<file path="config.mk">
export PLATFORM = sky130hd
export DESIGN_NAME = sysid_check_ctrl
export DESIGN_NICKNAME = d
export VERILOG_FILES = /design/src/rtl/sysid_check_pkg.sv /design/src/rtl/sysid_check_timer.sv /design/src/rtl/sysid_check_ctrl.sv
export SDC_FILE = /design/constraint.sdc
export NUM_CORES = 1
export LEC_CHECK = 0
export BUFFER_PORTS_ARGS = -buffer_cell sky130_fd_sc_hd__buf_2
export CORE_ASPECT_RATIO = 0.5
export CORE_MARGIN = 2
export CORE_UTILIZATION = 50
export CTS_CLUSTER_SIZE = 16
export DETAILED_ROUTE_END_ITERATION = 8
export GPL_ROUTABILITY_DRIVEN = 0
export PLACE_DENSITY = 0.88
export SYNTH_ARGS = -nofsm -noshare
export SYNTH_HDL_FRONTEND = slang
export SYNTH_SLANG_ARGS = --single-unit
</file>
<file path="constraint.sdc">
create_clock -name clock -period 2.1 [get_ports clock]
set_input_delay 0.42 -clock clock [delete_from_list [all_inputs] [get_ports clock]]
set_output_delay 0.42 -clock clock [all_outputs]
set_load 0.1 [all_outputs]
</file>
<file path="src/rtl/sysid_check_pkg.sv">
// sysid_check_pkg: shared FSM encoding, Avalon word indices and status reset
// values for the system-ID check controller.
package sysid_check_pkg;

    typedef enum logic [2:0] {
        ST_IDLE    = 3'd0,
        ST_RD_ID   = 3'd1,
        ST_WT_ID   = 3'd2,
        ST_RD_TS   = 3'd3,
        ST_WT_TS   = 3'd4,
        ST_EVAL    = 3'd5,
        ST_FAIL_TO = 3'd6
    } state_e;

    // Word indices inside the sysid slave.
    localparam logic ADDR_ID = 1'b0;
    localparam logic ADDR_TS = 1'b1;

    // Sticky status published to the boot-ready logic.
    typedef struct packed {
        logic pass;
        logic id_mismatch;
        logic ts_mismatch;
        logic timeout_err;
    } status_t;

    localparam status_t STATUS_RST = '{
        pass:        1'b0,
        id_mismatch: 1'b0,
        ts_mismatch: 1'b0,
        timeout_err: 1'b0
    };

endpackage

</file>
<file path="src/rtl/sysid_check_timer.sv">
// sysid_check_timer: loadable up-counter with terminal-count flag. Used for the
// read timeout and, when periodic checking is built in, for the recheck interval.
module sysid_check_timer #(
    parameter int unsigned WIDTH = 16
) (
    input  logic             clock,
    input  logic             reset_n,
    input  logic             load_i,
    input  logic             en_i,
    input  logic [WIDTH-1:0] last_i,
    output logic             tc_o
);

    logic [WIDTH-1:0] count_q;

    // Interval counter: load restarts at zero, then counts up and holds at last_i.
    always_ff @(posedge clock or negedge reset_n) begin
        // NOTE: registers are assigned with <= so every flop samples pre-edge values.
        if (!reset_n) begin
            count_q <= '0;
        end else if (load_i) begin
            count_q <= '0;
        end else if (en_i && !tc_o) begin
            count_q <= count_q + WIDTH'(1);
        end
    end

    assign tc_o = (count_q == last_i);

endmodule

</file>
<file path="src/rtl/sysid_check_ctrl.sv">
// sysid_check_ctrl: Avalon-MM master that reads the sysid slave (ID, timestamp),
// compares both words with build-time values and publishes sticky pass/fail.
// Optional build macro SYSID_CHECK_PERIODIC_EN adds a periodic recheck every
// RECHECK_CYC idle cycles after the last done; captures are then staged so the
// published values only change at EVAL.
module sysid_check_ctrl
    import sysid_check_pkg::*;
#(
    parameter logic [31:0] EXPECT_ID   = 32'h20150910,
    parameter logic [31:0] EXPECT_TS   = 32'h55F17042,
    parameter int unsigned TIMEOUT_CYC = 64,
    parameter int unsigned RETRY_MAX   = 3,
    parameter bit          AUTO_START  = 1'b1
`ifdef SYSID_CHECK_PERIODIC_EN
    ,
    parameter int unsigned RECHECK_CYC = 2**24
`endif
) (
    input  logic        clock,
    input  logic        reset_n,
    input  logic        start,
    output logic        avm_address,
    output logic        avm_read,
    input  logic        avm_waitrequest,
    input  logic [31:0] avm_readdata,
    input  logic        avm_readdatavalid,
    output logic        busy,
    output logic        done,
    output logic        pass,
    output logic        id_mismatch,
    output logic        ts_mismatch,
    output logic        timeout_err,
    output logic [31:0] id_value,
    output logic [31:0] ts_value
);

    localparam logic [15:0] TO_LAST   = 16'(TIMEOUT_CYC - 1);
    localparam logic [3:0]  RETRY_LIM = 4'(RETRY_MAX);

    state_e      state_q, state_d;
    logic        auto_pend_q;
    logic [3:0]  retry_q;
    status_t     status_q;
    logic        done_q;
    logic [31:0] id_q, ts_q;
    logic [31:0] cmp_id, cmp_ts;
    logic        to_tc, recheck_go, go;
    logic        id_cap, ts_cap, to_evt, retry_ok;

    // Capture happens on a wait-state valid, or on a zero-latency valid in the accept cycle.
    assign id_cap   = avm_readdatavalid &&
                      ((state_q == ST_RD_ID && !avm_waitrequest) || state_q == ST_WT_ID);
    assign ts_cap   = avm_readdatavalid &&
                      ((state_q == ST_RD_TS && !avm_waitrequest) || state_q == ST_WT_TS);
    assign to_evt   = (state_q == ST_WT_ID || state_q == ST_WT_TS) && !avm_readdatavalid && to_tc;
    assign retry_ok = (retry_q < RETRY_LIM);
    assign go       = start || auto_pend_q || recheck_go;

    sysid_check_timer #(.WIDTH(16)) u_timeout (
        .clock   (clock),
        .reset_n (reset_n),
        .load_i  (state_q == ST_RD_ID || state_q == ST_RD_TS),
        .en_i    (state_q == ST_WT_ID || state_q == ST_WT_TS),
        .last_i  (TO_LAST),
        .tc_o    (to_tc)
    );

`ifdef SYSID_CHECK_PERIODIC_EN
    localparam logic [31:0] RECHECK_LAST = 32'(RECHECK_CYC - 1);

    logic        armed_q, recheck_tc;
    logic [31:0] cap_id_q, cap_ts_q;

    // Recheck timer only runs once a first sequence has finished.
    always_ff @(posedge clock or negedge reset_n) begin
        if (!reset_n) begin
            armed_q <= 1'b0;
        end else if (state_q == ST_EVAL || state_q == ST_FAIL_TO) begin
            armed_q <= 1'b1;
        end
    end

    sysid_check_timer #(.WIDTH(32)) u_recheck (
        .clock   (clock),
        .reset_n (reset_n),
        .load_i  (state_q != ST_IDLE),
        .en_i    (armed_q),
        .last_i  (RECHECK_LAST),
        .tc_o    (recheck_tc)
    );

    assign recheck_go = armed_q && recheck_tc;

    // Staging registers keep the published words stable until the next EVAL.
    always_ff @(posedge clock or negedge reset_n) begin
        if (!reset_n) begin
            cap_id_q <= '0;
            cap_ts_q <= '0;
        end else begin
            if (id_cap) cap_id_q <= avm_readdata;
            if (ts_cap) cap_ts_q <= avm_readdata;
        end
    end

    assign cmp_id = cap_id_q;
    assign cmp_ts = cap_ts_q;
`else
    assign recheck_go = 1'b0;
    assign cmp_id     = id_q;
    assign cmp_ts     = ts_q;
`endif

    // State register; the auto-start request lives exactly one cycle after reset.
    always_ff @(posedge clock or negedge reset_n) begin
        if (!reset_n) begin
            state_q     <= ST_IDLE;
            auto_pend_q <= AUTO_START;
        end else begin
            state_q     <= state_d;
            auto_pend_q <= 1'b0;
        end
    end

    // Next-state logic: read, wait for data, retry on timeout, evaluate.
    always_comb begin
        // NOTE: default assignment first so no path leaves state_d unassigned (no latch).
        state_d = state_q;
        case (state_q)
            ST_IDLE:    if (go) state_d = ST_RD_ID;
            ST_RD_ID:   if (!avm_waitrequest) state_d = avm_readdatavalid ? ST_RD_TS : ST_WT_ID;
            ST_WT_ID: begin
                if (avm_readdatavalid) state_d = ST_RD_TS;
                else if (to_tc)        state_d = retry_ok ? ST_RD_ID : ST_FAIL_TO;
            end
            ST_RD_TS:   if (!avm_waitrequest) state_d = avm_readdatavalid ? ST_EVAL : ST_WT_TS;
            ST_WT_TS: begin
                if (avm_readdatavalid) state_d = ST_EVAL;
                else if (to_tc)        state_d = retry_ok ? ST_RD_ID : ST_FAIL_TO;
            end
            ST_EVAL:    state_d = ST_IDLE;
            ST_FAIL_TO: state_d = ST_IDLE;
            default:    state_d = ST_IDLE;
        endcase
    end

    // Bus outputs: read strobe and address are pure functions of the state, so
    // they stay stable for as long as waitrequest stalls the transfer.
    always_comb begin
        avm_read    = 1'b0;
        avm_address = ADDR_ID;
        busy        = (state_q != ST_IDLE);
        case (state_q)
            ST_RD_ID: avm_read = 1'b1;
            ST_RD_TS: begin
                avm_read    = 1'b1;
                avm_address = ADDR_TS;
            end
            ST_WT_TS:  avm_address = ADDR_TS;
            default: ;
        endcase
    end

    // Datapath: retry count, captured words, sticky status and the done pulse.
    always_ff @(posedge clock or negedge reset_n) begin
        if (!reset_n) begin
            retry_q  <= '0;
            status_q <= STATUS_RST;
            done_q   <= 1'b0;
            id_q     <= '0;
            ts_q     <= '0;
        end else begin
            done_q <= (state_q == ST_EVAL) || (state_q == ST_FAIL_TO);
            if (state_q == ST_IDLE && go) begin
                retry_q  <= '0;
                status_q <= STATUS_RST;
            end
            if (to_evt && retry_ok) retry_q <= retry_q + 4'd1;
`ifdef SYSID_CHECK_PERIODIC_EN
            if (state_q == ST_EVAL) begin
                id_q <= cap_id_q;
                ts_q <= cap_ts_q;
            end
`else
            if (id_cap) id_q <= avm_readdata;
            if (ts_cap) ts_q <= avm_readdata;
`endif
            if (state_q == ST_EVAL) begin
                status_q.id_mismatch <= (cmp_id != EXPECT_ID);
                status_q.ts_mismatch <= (cmp_ts != EXPECT_TS);
                status_q.pass        <= (cmp_id == EXPECT_ID) && (cmp_ts == EXPECT_TS);
            end
            if (state_q == ST_FAIL_TO) status_q.timeout_err <= 1'b1;
        end
    end

    assign done        = done_q;
    assign pass        = status_q.pass;
    assign id_mismatch = status_q.id_mismatch;
    assign ts_mismatch = status_q.ts_mismatch;
    assign timeout_err = status_q.timeout_err;
    assign id_value    = id_q;
    assign ts_value    = ts_q;

endmodule

</file>
Word level (Yosys, flattened, before mapping):

Cells that the tools add are included.

* register bits: 93
* output and inout bits: 72
* input bits: 37
* word-level logic and storage cells: 74

* reductions and logical operators: 28
* $lt $le $gt $ge: 1
* eq/ne operators: 14
* mux-type cells: 18
* $add $sub $neg: 2

Operators with widths (number)
* 32-bit by 30-bit == test with 1-bit output (second input constant): 1
* 32-bit by 31-bit == test with 1-bit output (second input constant): 1
* 16-bit two-way mux: 2
* 32-bit by 30-bit inequality test with 1-bit output (second input constant): 1
* 32-bit by 31-bit inequality test with 1-bit output (second input constant): 1
* 3-bit two-way mux: 8
* 16-bit by 1-bit adder with 16-bit output (second input constant): 1
* 16-bit by 6-bit == test with 1-bit output (second input constant): 1
* 3-bit one-hot mux with 5 select lines: 1
* 1-bit logical AND: 10
* 3-bit == test (second input constant): 3
* 4-bit two-way mux: 2
* 2-bit nonzero test: 4
* 3-bit by 2-bit == test with 1-bit output (second input constant): 2
* 1-bit logical OR: 6
* 2-bit inequality test (second input constant): 3
* 1-bit two-way mux: 5
* 4-bit by 1-bit adder with 4-bit output (second input constant): 1
* 4-bit by 2-bit less-than comparator with 1-bit output (second input constant): 1
* 2-bit OR reduction: 2
* 3-bit by 1-bit == test with 1-bit output (second input constant): 1
* 1-bit logical NOT: 3
* 3-bit logical NOT: 1
* 3-bit AND reduction: 1
* 3-bit nonzero test: 1

Logic depth before layout (Yosys ltp):

* word-level depth: 6
* mapped depth: 7
* mapped depth without buffers: 6

By module:

A second synthesis with hierarchy kept.

* cells, all modules: 344
* area total of the unflattened synthesis: 4465.5 um^2

By module, submodules not included
* sysid_check_ctrl: cells an instance 227, times used 1, area an instance 3379.5 um^2, seq. area each 1928.1 um^2
* sysid_check_timer: cells an instance 117, times used 1, area an instance 1086.0 um^2, seq. area each 400.4 um^2

Worst setup path after synthesis:

Ideal clock, no wire load.

* path type: register to output
* from: register state_q[0]
* to: output avm_address
* cell stages (with the launch flop): 3
* arrival time: 2.316 ns
* required time: 1.680 ns
* setup slack: -0.636 ns
* path buffers: 1
* cell sequence: dfrtp_1 -> clkbuf_1 -> mux2i_1

* word-level cells in the longest chain between the ends: 3
* elaborated cells on any way between the ends: 4
* those cells by class: 2 x eq/ne; 1 x mux; 1 x reduce/logical

Ends and longest elaborated chain
* start, declared: RTL line sysid_check_ctrl.sv:40 `state_e state_q, state_d;`
* start signal, assigned: RTL line sysid_check_ctrl.sv:119 `state_q <= state_d;`
* 3-bit == test / 3-bit by 2-bit == test with 1-bit output (equally long branches): RTL line sysid_check_ctrl.sv:152 `case (state_q)`
* 2-bit OR reduction (no source line) *
* 1-bit two-way mux *: RTL line sysid_check_ctrl.sv:152
* end, declared: RTL line sysid_check_ctrl.sv:22 `output logic avm_address,`

Mark *: on every way between the ends. The rest lies on a longest branch, timed or not.

Final worst setup path:

* from: register state_q[0]
* to: output busy

* word-level cells in the longest chain between the ends: 1

Ends and longest elaborated chain
* 3-bit nonzero test: RTL line sysid_check_ctrl.sv:151 `busy = (state_q != ST_IDLE);`
* end, declared: RTL line sysid_check_ctrl.sv:27 `output logic busy,`

Every way passes these cells.

==> results by group <==
STA
  – Slew headroom: 35.6%
  – Final Max Tran Viols: 0
  – Slew @ Worst Pin: 966 ps
  – Period minus WS final: 2040 ps
  – Setup TNS: 0 ps
  – Setup violators final: 0
  – Final-report hold violation count: 0
  – Crit share post-route: 96.9%
  – Unrepaired setup endpoints after global routing: no
  – Final Skew: 8.74 ps
  – Fmax: 0.491 GHz

Setup path
  – Crit path cell chain: buf_4 -> or3_2 -> buf_6
  – Crit. path cell count: 3
  – Crit path arrival time: 1620 ps
  – R2R Setup Slk: 80 ps
  – CP Buf/Inv Count: 2
  – Max stage delay cell, worst path: or3_2
  – Family with the most delay on the worst path: simple AND/OR/NAND/NOR gates
  – Critical path endpoint category: output port
  – CP Max Fanout: 5
  – Critical path class: flip-flop to output port
  – Crit Reg-Reg Startpoint: state_q[1]$_DFFE_PN0P_
  – CP max stage delay: 500 ps
  – RR Endpoint: id_value[27]$_DFFE_PN0P_
  – Worst setup SP type: flip-flop
  – Worst reg2reg path depth: 3
  – Worst EP required: 1680 ps

Final layout
  – Antenna diodes: 0
  – Footprint of the multi-input gates: 1730 um^2
  – # fillers: 607
  – Layout cells sized above 1: 46.6%
  – Layout area overhead: 27.7%
  – Final nets: 477
  – Register area: 2330 um^2
  – Final core utilization: 65.5%

Clocking
  – TritonCTS Buffers: 9
  – Post-CTS Setup Bufs: 0
  – Hold-fix buffers, CTS: 0
  – Clock root buffer: clkbuf_16
  – Clk buf depth: 2
  – CTS tree: done
  – Clock Pin Slew Worst Setup and Hold Paths: 60 ps
  – # clock sinks: 93
  – Clock latency on the worst-skew pair: 340 ps
  – CTS H-tree depth: 3

Synthesis
  – Synth unique cells: 44
  – Warnings, synthesis: 0
  – Number of synthesized flops with an enable pin: 0
  – Register bit total from synthesis: 93
  – Syn_nets: 356
  – Cells after Synth: 317
  – Mapped cell area: 4090 um^2
  – Ys async rst share: 100%
  – Synth Flop Type: dfrtp_1
  – Sequential fraction of the synthesis area: 57.0%
  – Synth Area per Inst: 12.9 um^2

Die
  – Initial core utilization: 51.3%
  – IO Pins: 109
  – Die X: 132 um
  – Die Height: 67.9 um
  – Rows: 23
  – Die ar.: 8960 um^2
  – Core area: 7970 um^2

Job
  – Max_cap viols: 0

Route
  – Vias per Instance: 5.51
  – Antenna viol nets, final: 0
  – Drt wl/cell: 18.1 um
  – TritonRoute pass-1 iters: 4
  – Final WL: 10.0 mm
  – Vias: 3053
  – # DRC: 0
  – DR iter-0 viols: 203

Global routing
  – Number of global-route vias before repair: 3059
  – Pin count of the biggest net entering global routing: 41
  – Initial antenna violation count: 0
  – First-pass GRT wire length: 15.5 mm
  – GRT Total Usage: 22.6%
  – Remaining global-route overflow: 0

Hold path
  – Worst hold-check path type: primary input to async pin

Outcome
  – Status: finished clean

Placement
  – Port bufs: 108
  – Final HPWL DP: 6.77 mm
==> state kept, by name (all words and copies together) (netlist names) <==
register	flops
done	1
ts_mismatch	1
timeout_err	1
u_timeout.count_q	16
state_q	3
retry_q	4
auto_pend_q	1
ts_value	32
id_value	32
pass	1
id_mismatch	1
==> Yosys cell counts, drive strengths merged (3+ instances only) <==
cell type   n  area, um^2
mux2i       6        60.1
xnor2      10        87.6
nand3       7        35.0
nand2      16        60.1
and4        4        35.0
nand2b      5        33.8
mux2       64         721
nor2b       4        25.0
nor4b       4        35.0
nor2       17        63.8
nand4       6        37.5
dfrtp      92        2300
a21oi       5        25.0
or3         3        18.8
nor4       11        98.8
inv         4        15.0
o21ai       8        40.0
nor3        9        45.0
nor4bb      7        70.1
buf         8        45.0
==> per-stage QoR <==
step                      setup slack [ps]  instances  hold slack (ps)  area, um^2
after floorplan                       43.2        317              124        4100
after global placement                91.4        538              415        4850
after detailed placement              30.7        538              422        4850
after CTS                             13.7        553             46.6        5190
after global routing                  4.83        554             67.8        5220
final                                 64.4        554             41.9        5220
==> worst max path at each step <==
| stage | startpoint | endpoint | slack [ps] |
|---|---|---|---|
| floorplan | state_q[0]$_DFFE_PN0P_ | id_mismatch$_DFFE_PN0P_ | 40 |
| global placement | u_timeout.count_q[0]$_DFFE_PN0P_ | retry_q[0]$_DFFE_PN0P_ | 90 |
| detailed placement | u_timeout.count_q[0]$_DFFE_PN0P_ | retry_q[0]$_DFFE_PN0P_ | 30 |
| CTS | state_q[1]$_DFFE_PN0P_ | avm_address | 10 |
| global route | u_timeout.count_q[0]$_DFFE_PN0P_ | retry_q[0]$_DFFE_PN0P_ | 5 |
| finish | state_q[0]$_DFFE_PN0P_ | busy | 60 |
==> final cells by class <==
class	instances	share of cell area (%)
clock buffers	12	5.11
clock inverters	3	1.29
inverters	4	0.288
multi-input cells	211	33.2
flip-flops and latches	93	44.6
well taps	112	2.69
repair buffers	119	12.8
==> metal layers <==
metal | vias up | share of wire (%) | track usage [%] | routed length, um
met3 | 24 | 4.2 | 6.30 | 423
met4 | 0 | 2.3 | 8.97 | 232
met5 | - | 0 | 0 | 0
met2 | 84 | 49 | 38.8 | 4950
li1 | 1401 | - | - | -
met1 | 1544 | 44 | 28.0 | 4410
==> timing repair <==
| item | CTS | global route |
|---|---|---|
| endpoints found under the hold margin | 0 | 0 |
| endpoints found under the setup margin | 4 | 36 |
| gates resized for setup | 3 | 5 |
| cloned | 0 | 1 |
==> layout by cell type, fill, tap and decap left out, drive strengths merged, types with 9 or more instances in the layout <==
master  synthesis  routed
mux2           64      64
nand2          16      16
nor2           17      17
clkbuf          2      12
o21ai           8       9
xnor2          10      10
nor4           11      11
nor3            9       9
dfrtp          92      92
buf             8     119
==> logic make-up (layout without fill, tap and decap cells) <==
group           count (synthesis)  after routing  synth area share [%]
simple gates                  104            104                  15.7
flops                          93             93                  57.0
mux                            70             70                  19.1
compound gates                 23             24                  3.67
buf+inv                        14            138                  1.65
xor+xnor                       10             10                  2.14
fa+ha+maj                       2              2                 0.612
other cells                     1              1                0.0918
Power is not shown: default switching activity piles up to over one toggle a cycle in this logic, so the estimate is an artifact.
